`config.mk`:
```
export PLATFORM = sky130hd
export DESIGN_NAME = fft_interleave_stream_flat
export DESIGN_NICKNAME = d
export VERILOG_FILES = /design/src/rtl/fft_interleave_stream_pkg.sv /design/src/rtl/fft_interleave_stream_if.sv /design/src/rtl/fft_interleave_idx.sv /design/src/rtl/fft_interleave_stream.sv /design/src/flat_wrapper.sv
export SDC_FILE = /design/constraint.sdc
export NUM_CORES = 1
export LEC_CHECK = 0
export CORE_MARGIN = 1.5
export CORE_UTILIZATION = 30
export CTS_BUF_LIST = sky130_fd_sc_hd__clkbuf_8
export DETAILED_ROUTE_END_ITERATION = 6
export SYNTH_ARGS = -nofsm -noshare
export SYNTH_HDL_FRONTEND = slang
export SYNTH_SLANG_ARGS = --single-unit
```
`constraint.sdc`:
```
create_clock -name clk -period 2.3 [get_ports clk]
set_clock_uncertainty 0.05 [all_clocks]
set_input_delay 0.23 -clock clk [delete_from_list [all_inputs] [get_ports clk]]
set_output_delay 0.23 -clock clk [all_outputs]
set_load 0.005 [all_outputs]
```
`src/rtl/fft_interleave_stream_pkg.sv`:
```
// Shared FFT stream package: default sample width, frame length and the
// FILL/DRAIN state encoding used by the interleaving stream stage.
package fft_interleave_stream_pkg;

    localparam int fft_data_width = 8;
    localparam int fft_no_in_out  = 32;

    typedef enum logic {
        st_fill  = 1'b0,
        st_drain = 1'b1
    } fft_state_t;

endpackage

```
`src/rtl/fft_interleave_stream_if.sv`:
```
// Stream bus for the interleaver: input side, output side and a state tap.
// Handshake: a sample moves when valid and ready are both 1 on a rising clk edge.
interface fft_interleave_stream_if
    import fft_interleave_stream_pkg::*;
    #(parameter int data_width = fft_data_width) ();

    logic                  in_valid;
    logic                  in_ready;
    logic [data_width-1:0] in_data_real;
    logic [data_width-1:0] in_data_imag;
    logic                  out_valid;
    logic                  out_ready;
    logic [data_width-1:0] out_data_real;
    logic [data_width-1:0] out_data_imag;
    logic                  out_last;
    fft_state_t            dbg_state;

    modport slave (
        input  in_valid, in_data_real, in_data_imag, out_ready,
        output in_ready, out_valid, out_data_real, out_data_imag, out_last, dbg_state
    );

    modport master (
        output in_valid, in_data_real, in_data_imag, out_ready,
        input  in_ready, out_valid, out_data_real, out_data_imag, out_last, dbg_state
    );

endinterface

```
`src/rtl/fft_interleave_idx.sv`:
```
// Read-address map: output position n fetches n/2 (even n) or N/2 + (n-1)/2 (odd n).
module fft_interleave_idx #(
    parameter int no_in_out = 32,
    parameter int cw        = $clog2(no_in_out)
) (
    input  logic [cw-1:0] rd_cnt,
    output logic [cw-1:0] buf_idx
);

    localparam logic [cw-1:0] half = cw'(no_in_out / 2);

    logic [cw-1:0] pair;

    always_comb begin
        pair = rd_cnt >> 1;
        if (rd_cnt[0]) begin
            buf_idx = half + pair;
        end else begin
            buf_idx = pair;
        end
    end

endmodule

```
`src/rtl/fft_interleave_stream.sv`:
```
// Frame interleaver: buffers N samples in natural order, then replays them
// with first and second halves interleaved (inverse of an even/odd split).
module fft_interleave_stream
    import fft_interleave_stream_pkg::*;
    #(
    parameter int data_width = fft_data_width,
    parameter int no_in_out  = fft_no_in_out
) (
    input  logic                   clk,
    input  logic                   rst_n,
    fft_interleave_stream_if.slave bus
);

    localparam int              cw      = $clog2(no_in_out);
    localparam logic [cw-1:0]   cnt_max = cw'(no_in_out - 1);

    fft_state_t state_q, state_d;
    logic [cw-1:0] wr_cnt_q, rd_cnt_q, rd_idx;
    logic in_fire, out_fire;
    logic in_ready_c, out_valid_c, out_last_c;
    logic [2*data_width-1:0] buffer_q [no_in_out];

    // rst_n gates acceptance so nothing is taken while reset is held.
    assign in_fire  = bus.in_valid && rst_n && (state_q == st_fill);
    assign out_fire = bus.out_ready && (state_q == st_drain);

    always_ff @(posedge clk or negedge rst_n) begin
        if (!rst_n) begin
            state_q  <= st_fill;
            wr_cnt_q <= '0;
            rd_cnt_q <= '0;
        end else begin
            state_q <= state_d;
            if (in_fire) begin
                wr_cnt_q <= (wr_cnt_q == cnt_max) ? '0 : wr_cnt_q + cw'(1);
            end
            if (out_fire) begin
                rd_cnt_q <= (rd_cnt_q == cnt_max) ? '0 : rd_cnt_q + cw'(1);
            end
        end
    end

    always_comb begin
        state_d     = state_q;
        in_ready_c  = 1'b0;
        out_valid_c = 1'b0;
        out_last_c  = 1'b0;
        unique case (state_q)
            st_fill: begin
                in_ready_c = rst_n;
                if (in_fire && (wr_cnt_q == cnt_max)) begin
                    state_d = st_drain;
                end
            end
            st_drain: begin
                out_valid_c = 1'b1;
                out_last_c  = (rd_cnt_q == cnt_max);
                if (out_fire && out_last_c) begin
                    state_d = st_fill;
                end
            end
            default: state_d = st_fill;
        endcase
    end

    // Sample storage carries no reset; contents are only read after a full fill.
    always_ff @(posedge clk) begin
        if (in_fire) begin
            buffer_q[wr_cnt_q] <= {bus.in_data_imag, bus.in_data_real};
        end
    end

    fft_interleave_idx #(
        .no_in_out (no_in_out),
        .cw        (cw)
    ) u_idx (
        .rd_cnt  (rd_cnt_q),
        .buf_idx (rd_idx)
    );

    assign bus.in_ready  = in_ready_c;
    assign bus.out_valid = out_valid_c;
    assign bus.out_last  = out_last_c;
    assign bus.dbg_state = state_q;
    assign {bus.out_data_imag, bus.out_data_real} = buffer_q[rd_idx];

endmodule
```
`src/flat_wrapper.sv`:
```
// flat-port wrapper written by rule: the top's interface ports become plain ports
module fft_interleave_stream_flat import fft_interleave_stream_pkg::*;
#(
    parameter int data_width = fft_data_width,
    parameter int no_in_out  = fft_no_in_out
)
  (clk, rst_n, bus_in_valid, bus_in_data_real, bus_in_data_imag, bus_out_ready, bus_in_ready, bus_out_valid, bus_out_data_real, bus_out_data_imag, bus_out_last, bus_dbg_state);
  fft_interleave_stream_if #(.data_width(data_width)) bus_i ();
  input  logic clk;
  input  logic rst_n;
  input wire logic [$bits(bus_i.in_valid)-1:0] bus_in_valid;
  input wire logic [$bits(bus_i.in_data_real)-1:0] bus_in_data_real;
  input wire logic [$bits(bus_i.in_data_imag)-1:0] bus_in_data_imag;
  input wire logic [$bits(bus_i.out_ready)-1:0] bus_out_ready;
  output wire logic [$bits(bus_i.in_ready)-1:0] bus_in_ready;
  output wire logic [$bits(bus_i.out_valid)-1:0] bus_out_valid;
  output wire logic [$bits(bus_i.out_data_real)-1:0] bus_out_data_real;
  output wire logic [$bits(bus_i.out_data_imag)-1:0] bus_out_data_imag;
  output wire logic [$bits(bus_i.out_last)-1:0] bus_out_last;
  output wire logic [$bits(bus_i.dbg_state)-1:0] bus_dbg_state;
  assign bus_i.in_valid = bus_in_valid;
  assign bus_i.in_data_real = bus_in_data_real;
  assign bus_i.in_data_imag = bus_in_data_imag;
  assign bus_i.out_ready = bus_out_ready;
  assign bus_in_ready = bus_i.in_ready;
  assign bus_out_valid = bus_i.out_valid;
  assign bus_out_data_real = bus_i.out_data_real;
  assign bus_out_data_imag = bus_i.out_data_imag;
  assign bus_out_last = bus_i.out_last;
  assign bus_dbg_state = bus_i.dbg_state;
  fft_interleave_stream #(.data_width(data_width), .no_in_out(no_in_out)) u_core (.clk(clk), .rst_n(rst_n), .bus(bus_i));
endmodule
```
### After elaboration in Yosys (flattened, before gate mapping)

Memory sizes are Yosys's and may differ from the RTL's.
Cells that the tools add are included.

| word-level totals | value |
|---|---|
| bits in registers | 11 |
| memory bits (writable) | 512 |
| bits of input ports | 20 |
| logic and storage cells | 26 |
| memories kept | 1 |

| cells by class | value |
|---|---|
| add/sub/neg operators | 3 |
| equal/unequal tests | 2 |
| mux-type cells | 11 |
| bitwise operators | 1 |
| reductions and logical operators | 5 |

Memories:

| name | words | width | read ports | clocked after Yosys merged registers in | wr ports | RTL line | text |
|---|---|---|---|---|---|---|---|
| u_core.buffer_q | 32 | 16 | 1 | 0 | 1 | fft_interleave_stream.sv:21 | `logic [2*data_width-1:0] buffer_q [no_in_out];` |

Operators by type and width:

| cell | number |
|---|---|
| 5-bit two-way mux | 3 |
| 5-bit by 1-bit adder with 5-bit output, second input constant | 2 |
| 5-bit equality test, second input constant | 2 |
| 1-bit two-way mux | 7 |
| 5-bit by 4-bit adder with 5-bit output, first input constant | 1 |
| 1-bit logical AND | 5 |
| 1-bit case mux with 2 select lines | 1 |
| 1-bit inverter | 1 |

### Depth between registers and ports, before layout

Gate-level depths: netlist (run 1).

| logic depth | value |
|---|---|
| word-level depth | 5 |
| depth in mapped cells | 8 |

### Hierarchy

A second synthesis (run 1) with hierarchy kept.

| unflattened totals | value |
|---|---|
| cell total of the unflattened synthesis | 1196 |
| area total of the unflattened synthesis | 20848.7 um^2 |

By module, submodules not included:

| module | times used | cells each | area an instance (um^2) |
|---|---|---|---|
| fft_interleave_stream | 1 | 1191 | 20811.2 |
| fft_interleave_idx | 1 | 5 | 37.5 |

### Worst setup path after synthesis (run 1)

Ideal clock, no wire load.

| path | value |
|---|---|
| path kind | reg2reg |
| start point | reg u_core.state_q, in the netlist u_core.bus.dbg_state |
| end point | mem u_core.buffer_q[31][0] (netlist name), enable pin |
| data arrival time | 1.831 ns |
| data required time | 1.862 ns |
| slack | 0.030 ns |
| stages on the path, launching flop included | 6 |
| buffers on the path | 1 |
| period minus slack after synthesis | 2.270 ns |
| cell sequence | dfrtp_1 -> nor2b_1 -> and2_1 -> buf_2 -> nand2_1 -> nor2_1 |

| between the ends | value |
|---|---|
| word-level cells in the longest chain between the ends | 4 |

RTL lines:

| item | RTL line | text |
|---|---|---|
| start: declaration | fft_interleave_stream.sv:17 | `fft_state_t state_q, state_d;` |
| start signal: assignment | fft_interleave_stream.sv:29 | `state_q <= st_fill;` |
| start signal: assignment | fft_interleave_stream.sv:33 | `state_q <= state_d;` |
| 1-bit inverter | fft_interleave_stream.sv:24 | `assign in_fire = bus.in_valid && rst_n && (state_q == st_fill);` |
| 1-bit logical AND | fft_interleave_stream.sv:24 |  |
| 1-bit two-way mux | fft_interleave_stream.sv:68 | `if (in_fire) begin` |
| 1-bit two-way mux (implied by the code) | fft_interleave_stream.sv:69 | `buffer_q[wr_cnt_q] <= {bus.in_data_imag, bus.in_data_real};` |
| end: declaration | fft_interleave_stream.sv:21 |  |

Every way passes these cells.

### Worst setup path after layout (run 1)

| path | value |
|---|---|
| start point | reg u_core.rd_cnt_q[1] |
| end point | out bus_out_data_real[1] |

| between the ends | value |
|---|---|
| word-level cells in the longest chain between the ends | 3 |

RTL lines:

| item | RTL line | text |
|---|---|---|
| start: declaration | fft_interleave_stream.sv:18 | `logic [cw-1:0] wr_cnt_q, rd_cnt_q, rd_idx;` |
| start signal: assignment | fft_interleave_stream.sv:38 | `rd_cnt_q <= (rd_cnt_q == cnt_max) ? '0 : rd_cnt_q + cw'(1);` |
| 5-bit by 4-bit adder with 5-bit output | fft_interleave_idx.sv:17 | `buf_idx = half + pair;` |
| 5-bit two-way mux (*) | fft_interleave_idx.sv:16 | `if (rd_cnt[0]) begin` |
| memory 32 x 16 bit (*) | - |  |
| end: declaration | flat_wrapper.sv:17 | `output wire logic [$bits(bus_i.out_data_real)-1:0] bus_out_data_real;` |

Every way passes the cells marked *; elsewhere a longest branch is shown, timed or not.

==> results of run 1 <==
-- area by class of cell --
| class | count | area (µm²) | area share [%] |
|---|---|---|---|
| flip-flops and latches | 523 | 15700 | 60.2 |
| well taps | 931 | 1160 | 4.48 |
| clock buffers | 85 | 1170 | 4.50 |
| repair buffers | 221 | 2690 | 10.4 |
| inverters | 2 | 7.51 | 0.0289 |
| clock inverters | 55 | 251 | 0.968 |
| multi-input cells | 593 | 5050 | 19.4 |
| diodes | 1 | 2.50 | 0.00963 |
-- worst max-delay path by stage --
stage / to / slack, ns / cells past startpoint
2_1_floorplan: u_core.buffer_q[31][0] / 0.03 / 5
5_1_grt: bus_out_data_real[1] / -0.56 / 8
4_1_cts: bus_out_data_real[5] / -0.48 / 9
3_3_place_gp: bus_out_data_real[1] / -0.35 / 7
6_report: bus_out_data_real[1] / -0.47 / 8
3_5_place_dp: bus_out_data_real[3] / -0.33 / 8
-- worst reg2reg max path, cell delays in order, from the launching register on --
cell and delay, ns:
dfrtp_1 0.38, nor2b_1 0.14, and2_1 0.27, nand2_1 0.34, nor2_1 0.30, buf_4 0.27
-- placed cells by master (no fill, tap or decap), types with 19 or more instances in the layout --
cell             Yosys  final
a22o_1              33     33
buf_6               14     26
edfxtp_1           512    512
clkdlybuf4s50_1      0     22
buf_4               19     89
nand2_1             46     43
buf_12               0     46
nor2_1              34     32
a21oi_1             34     34
nand3_1             36     20
mux2i_1            256    250
clkinv_1             0     19
a22oi_1             64     50
clkbuf_8             0     85
inv_1                2     30
-- cell families after synthesis --
group	count (synthesis)
compound gates	155
mux	259
buf+inv	75
simple gates	171
fa+ha+maj	8
flops	523
-- synth_stat cells (all sizes together), types with 4 or more instances --
library cell,instances
dfrtp,11
mux2i,256
edfxtp,512
buf,62
a21oi,34
o21ai,6
ha,8
a31oi,16
a22oi,64
nor2,35
nand3b,4
nand3,36
nand2,46
a22o,33
nor3,19
clkbuf,11
nand4,16
-- report_power, final --
| part | internal [W] | switching [W] |
|---|---|---|
| Clock | 0.00352 | 0.00348 |
| Sequential | 0.0108 | 0.000157 |
| Combinational | 0.00334 | 0.00355 |
| Total | 0.0176 | 0.00718 |
-- layer usage --
| metal | routed length [µm] | part of all wire (%) | track usage, % | vias up |
|---|---|---|---|---|
| li1 | - | - | - | 5211 |
| met1 | 24100 | 46 | 20.7 | 5990 |
| met2 | 24500 | 47 | 23.3 | 380 |
| met3 | 3040 | 5.8 | 2.87 | 69 |
| met4 | 940 | 1.8 | 4.24 | 0 |
| met5 | 0 | 0 | 0 | - |
-- timing repair --
item / 4_1_cts / 5_1_grt
endpoints found under the setup margin: 17 / 17
pin swaps: 58 / 29
buffers inserted: 25 / 7
hold buffers: 1 / 0
hold endpoints to repair: 11 / 0
resized for setup: 167 / 50
cloned: 8 / 3
-- sequential cells by signal (all words and copies together), names as in the netlist --
signal	flops
u_core.wr_cnt_q	5
u_core.rd_cnt_q	5
u_core.bus.dbg_state	1
u_core.buffer_q	512
-- stage by stage --
| stage | cell area [µm²] | setup slack (ns) | utilization [%] | total power, W | TNS [ns] |
|---|---|---|---|---|---|
| 6_report | 26000 | -0.467 | 37.9 | 0.0248 | -6.92 |
| 5_1_grt | 26000 | -0.564 | 37.9 | 0.0258 | -8.80 |
| 4_1_cts | 25700 | -0.478 | 37.4 | 0.0247 | -7.57 |
| 3_5_place_dp | 23400 | -0.329 | 34.2 | 0.0169 | -14.78 |
| 3_3_place_gp | 23400 | -0.354 | 34.2 | 0.0169 | -9.07 |
| 2_1_floorplan | 20800 | 0.0302 | - | 0.0146 | 0 |
==> impl_metrics.json, run 1 <==
{
  "fill_cells": 6256,
  "slowest_delay_ns": 0.53,
  "maxSlewHeadroom_pct": 69.1,
  "min_from": "bus_out_ready",
  "drt-initial-drc-count": 910,
  "clockRootBuffer": "clkbuf_8",
  "synth.largest_area_cell": "edfxtp_1",
  "criticalPathCategory": "reg2out",
  "clk_pin_slew_ns": 0.05,
  "grt_pass1_vias": 11931,
  "outcome": "finished, violations left",
  "synthMuxAreaShare_pct": 12.5,
  "die_w_um": 266,
  "path_delay_family": "buffers and inverters",
  "yosysTopAreaCellShare_pct": 73.9,
  "hold_path_depth": 3,
  "worstPathArrival_ns": 2.49,
  "cp-end-kind": "output port",
  "synth_xor_area_share_pct": 0,
  "cts-buffers-inserted": 83,
  "ys_top_cells_by_area": "edfxtp_1 (74%), mux2i_1 (12%), a22oi_1 (2.3%)",
  "fin_cells": 2411,
  "antenna_found_initial": 3,
  "timing.fmax_mhz": 361,
  "die_h_um": 266,
  "violations": "setup timing",
  "rows": 96,
  "crit_required_ns": 2.02,
  "vias": 11650,
  "setup_ws_ns": -0.467,
  "rsz0062_at_grt": "yes",
  "critPathLaunchType": "register",
  "min_period_over_period_pct": 120,
  "p_leak_nw": 8.42,
  "htree_levels": 3,
  "cts.sinks": 523,
  "ff2ff_setup_slack_ns": 0.26,
  "synth-compound-area-share_pct": 5.22,
  "slowest_stage": "dfrtp_4",
  "ios": 40,
  "fin_crit_ns": 2.77,
  "dp.cells": 2231,
  "hpwlAfterDp_um": 30700,
  "synth_flop_cell": "edfxtp_1",
  "yosys.area_share.simple_pct": 3.92,
  "ys.warnings.count": 0,
  "grt_max_degree": 33,
  "grt.overflow.total": 0,
  "cts_buffer_depth": 3,
  "fin_nets": 1452,
  "r2r_end": "u_core.buffer_q[31][6]",
  "drive_above_1_share_pct": 25.0,
  "synthAdderAreaFrac_pct": 0.481,
  "hold_viol_final": 0,
  "synth_top_family_by_area": "multiplexers",
  "yosysUniqueCellTypes": 35,
  "synth_fp_nets": 1219,
  "p_per_area_mw_per_mm2": 954,
  "final-max-slew-violation-count": 0,
  "hold_class": "in2reg",
  "place_congestion": 0.786,
  "ys_ff_latch": 523,
  "ys_seq_area_share_pct": 75.2,
  "critical_path.startpoint": "u_core.rd_cnt_q[1]",
  "whs_endpoint": "u_core.bus.dbg_state",
  "core-area_mm2": 0.0686,
  "finalSetupViolCount": 17,
  "drv_cap": 0,
  "cp_cell_sequence": "buf_12 > buf_16 > buf_6 > mux2i_1 > a22oi_1 > nand4_1 > nand3_1 > buf_2",
  "crit_buf_inv": 4,
  "clkLatencyLatePin_ns": 0.62,
  "route.detailed.wl_per_inst_um": 21.8,
  "r2r_start": "u_core.bus.dbg_state",
  "tightest_slew_ns": 0.462,
  "reg2regPathDepth": 5,
  "dr.pass1.iters": 5,
  "port_buffers": 39,
  "dieArea_mm2": 0.0709,
  "async_reset_ff_share_pct": 2.10,
  "initial_core_util_pct": 30.3,
  "ir_drop_mv": 0.405,
  "antenna_left": 0,
  "drt-total-wl_um": 52700,
  "syn_avg_cell_area_um2": 17.5,
  "track_usage_pct": 14.8,
  "synth-edff-count": 512,
  "area_growth_syn_to_layout_pct": 24.9,
  "route.detailed.drc": 0,
  "post_drt_via_cell_ratio": 4.83,
  "grt_pass1_wl_um": 76800,
  "synthCells": 1191,
  "cts_tree": "done",
  "crit_fanout": 8,
  "synth_area_mm2": 0.0208,
  "holdWs_ns": 0.284
}
No activity file was read; power rests on OpenSTA's default activity.
==> inputs of run 2 (changes only) <==
--- a/config.mk
+++ b/config.mk
@@ -7,3 +7,2 @@
 export LEC_CHECK = 0
-export CORE_MARGIN = 1.5
 export CORE_UTILIZATION = 30
==> constraint.sdc (replaced) <==
create_clock -name clk -period 2.3 [get_ports clk]
set_clock_uncertainty 0.05 [all_clocks]
set_input_delay 0.575 -clock clk [delete_from_list [all_inputs] [get_ports clk]]
set_output_delay 0.575 -clock clk [all_outputs]
set_load 0.005 [all_outputs]
==> impl_metrics.json, run 2 (same netlist as run 1, synthesis figures left out) <==
{
  "crit_top_cell": "buf_4",
  "setup_ws_ns": -0.991,
  "route.detailed.wl_per_inst_um": 21.8,
  "grt_max_degree": 33,
  "clkLatencyLatePin_ns": 0.66,
  "criticalPathCategory": "reg2out",
  "post_drt_via_cell_ratio": 4.82,
  "drive_above_1_share_pct": 26.0,
  "dr.pass1.iters": 5,
  "tightest_slew_ns": 0.441,
  "port_buffers": 39,
  "dieArea_mm2": 0.0704,
  "final_cell_mix": "edfxtp_1 (512), mux2i_1 (249), clkbuf_8 (86), buf_4 (84)",
  "fill_cells": 6207,
  "hold_buffers": 0,
  "hpwlAfterDp_um": 30500,
  "core-area_mm2": 0.0686,
  "grt_pass1_vias": 12099,
  "crit_fanout": 8,
  "final_common_cell": "edfxtp_1",
  "area_growth_syn_to_layout_pct": 26.1,
  "cp_cell_sequence": "buf_12 > buf_4 > mux2i_1 > a22o_1 > nor3_2 > buf_4 > a31oi_1 > buf_4 > nand3_4 > buf_6",
  "track_usage_pct": 15.0,
  "drt-total-wl_um": 52600,
  "htree_levels": 3,
  "final-max-slew-violation-count": 0,
  "cts_buffer_depth": 3,
  "reg_top3": "u_core.buffer_q x512, u_core.rd_cnt_q x5, u_core.wr_cnt_q x5",
  "grt_pass1_wl_um": 77400,
  "maxSlewHeadroom_pct": 70.6,
  "multi_input_area_mm2": 0.00512,
  "holdWs_ns": 0.200,
  "rows": 96,
  "p_leak_nw": 8.46,
  "placed_cell_area_mm2": 0.0237,
  "post-place-ws_ns": -0.839,
  "timing.fmax_mhz": 304,
  "rsz0062_at_grt": "yes",
  "cts-buffers-inserted": 83,
  "antenna_found_initial": 3,
  "seqCellArea_mm2": 0.0157,
  "slowest_stage": "dfrtp_4",
  "finalSetupViolCount": 17,
  "clk_pin_slew_ns": 0.07,
  "hold_class": "in2async",
  "ir_drop_mv": 0.456,
  "slowest_delay_ns": 0.49,
  "path_delay_family": "buffers and inverters",
  "worstPathArrival_ns": 2.67,
  "violations": "setup timing",
  "die_h_um": 265,
  "clockRootBuffer": "clkbuf_8",
  "crit_buf_inv": 5,
  "grt.overflow.total": 0,
  "fin_crit_ns": 3.29,
  "hold_viol_final": 0,
  "p_per_area_mw_per_mm2": 975,
  "cp-end-kind": "output port",
  "initial_core_util_pct": 30.3,
  "antenna_left": 0,
  "p_total_w": 0.0256,
  "fin_nets": 1448,
  "critPathLaunchType": "register",
  "place_congestion": 0.787,
  "route.detailed.drc": 0,
  "top_register": "u_core.buffer_q",
  "vias": 11598,
  "min_period_over_period_pct": 143,
  "final_area_mm2": 0.0262,
  "largest_register_ffs": 512,
  "cts.sinks": 523,
  "die_w_um": 265,
  "outcome": "finished, violations left",
  "ios": 40,
  "drt-initial-drc-count": 992,
  "cts_tree": "done",
  "crit_required_ns": 1.67,
  "post-route-util_pct": 38.3,
  "drv_cap": 0
}
==> run 2: metal layers <==
layer	up-vias	part of all wire (%)	GRT usage, %
li1	5196	-	-
met1	5999	45	20.4
met2	329	47	24.1
met3	74	5.6	2.79
met4	0	2.2	5.19
met5	-	0	0
==> run 2: worst paths after layout <==
| check | from | end | slack (ns) | depth (start not counted) |
|---|---|---|---|---|
| worst max-delay path | u_core.rd_cnt_q[1] | bus_out_data_real[6] | -0.99 | 10 |
| worst min-delay path | rst_n | u_core.rd_cnt_q[1] | 0.20 | 2 |
| worst max register to register | u_core.rd_cnt_q[1] | u_core.rd_cnt_q[0] | 0.30 | 9 |
| worst min register to register | u_core.bus.dbg_state | u_core.bus.dbg_state | 0.60 | 2 |
| max in group asynchronous | rst_n | u_core.rd_cnt_q[1] | 1.82 | 2 |
| min in group clk | bus_out_ready | u_core.bus.dbg_state | 0.58 | 3 |
==> run 2: power breakdown <==
group	internal (W)	switching, W
registers	0.0108	0.000159
clock network	0.00356	0.00350
logic	0.00375	0.00385
==> run 2: metrics by stage <==
stage | TNS [ns] | std cells
floorplan | -52.62 | 1191
global placement | -108.32 | 2242
detailed placement | -112.07 | 2242
CTS | -16.66 | 2405
global route | -17.09 | 2408
finish | -15.51 | 2408
==> run 2: layout make-up <==
type                    count  area share, %
well taps                 931           4.44
multi-input cells         593           19.5
clock inverters            55           1.01
flip-flops and latches    523           59.7
repair buffers            217           10.8
clock buffers              86           4.51
diodes                      1        0.00954
inverters                   2         0.0286
==> run 2: timing repair <==
item                                    CTS  global route
pin swaps                                80            39
setup buffers                            15             3
endpoints found under the setup margin   20            17
gates cloned                             12             3
endpoints found under the hold margin     0             0
gates resized for setup                 194            22
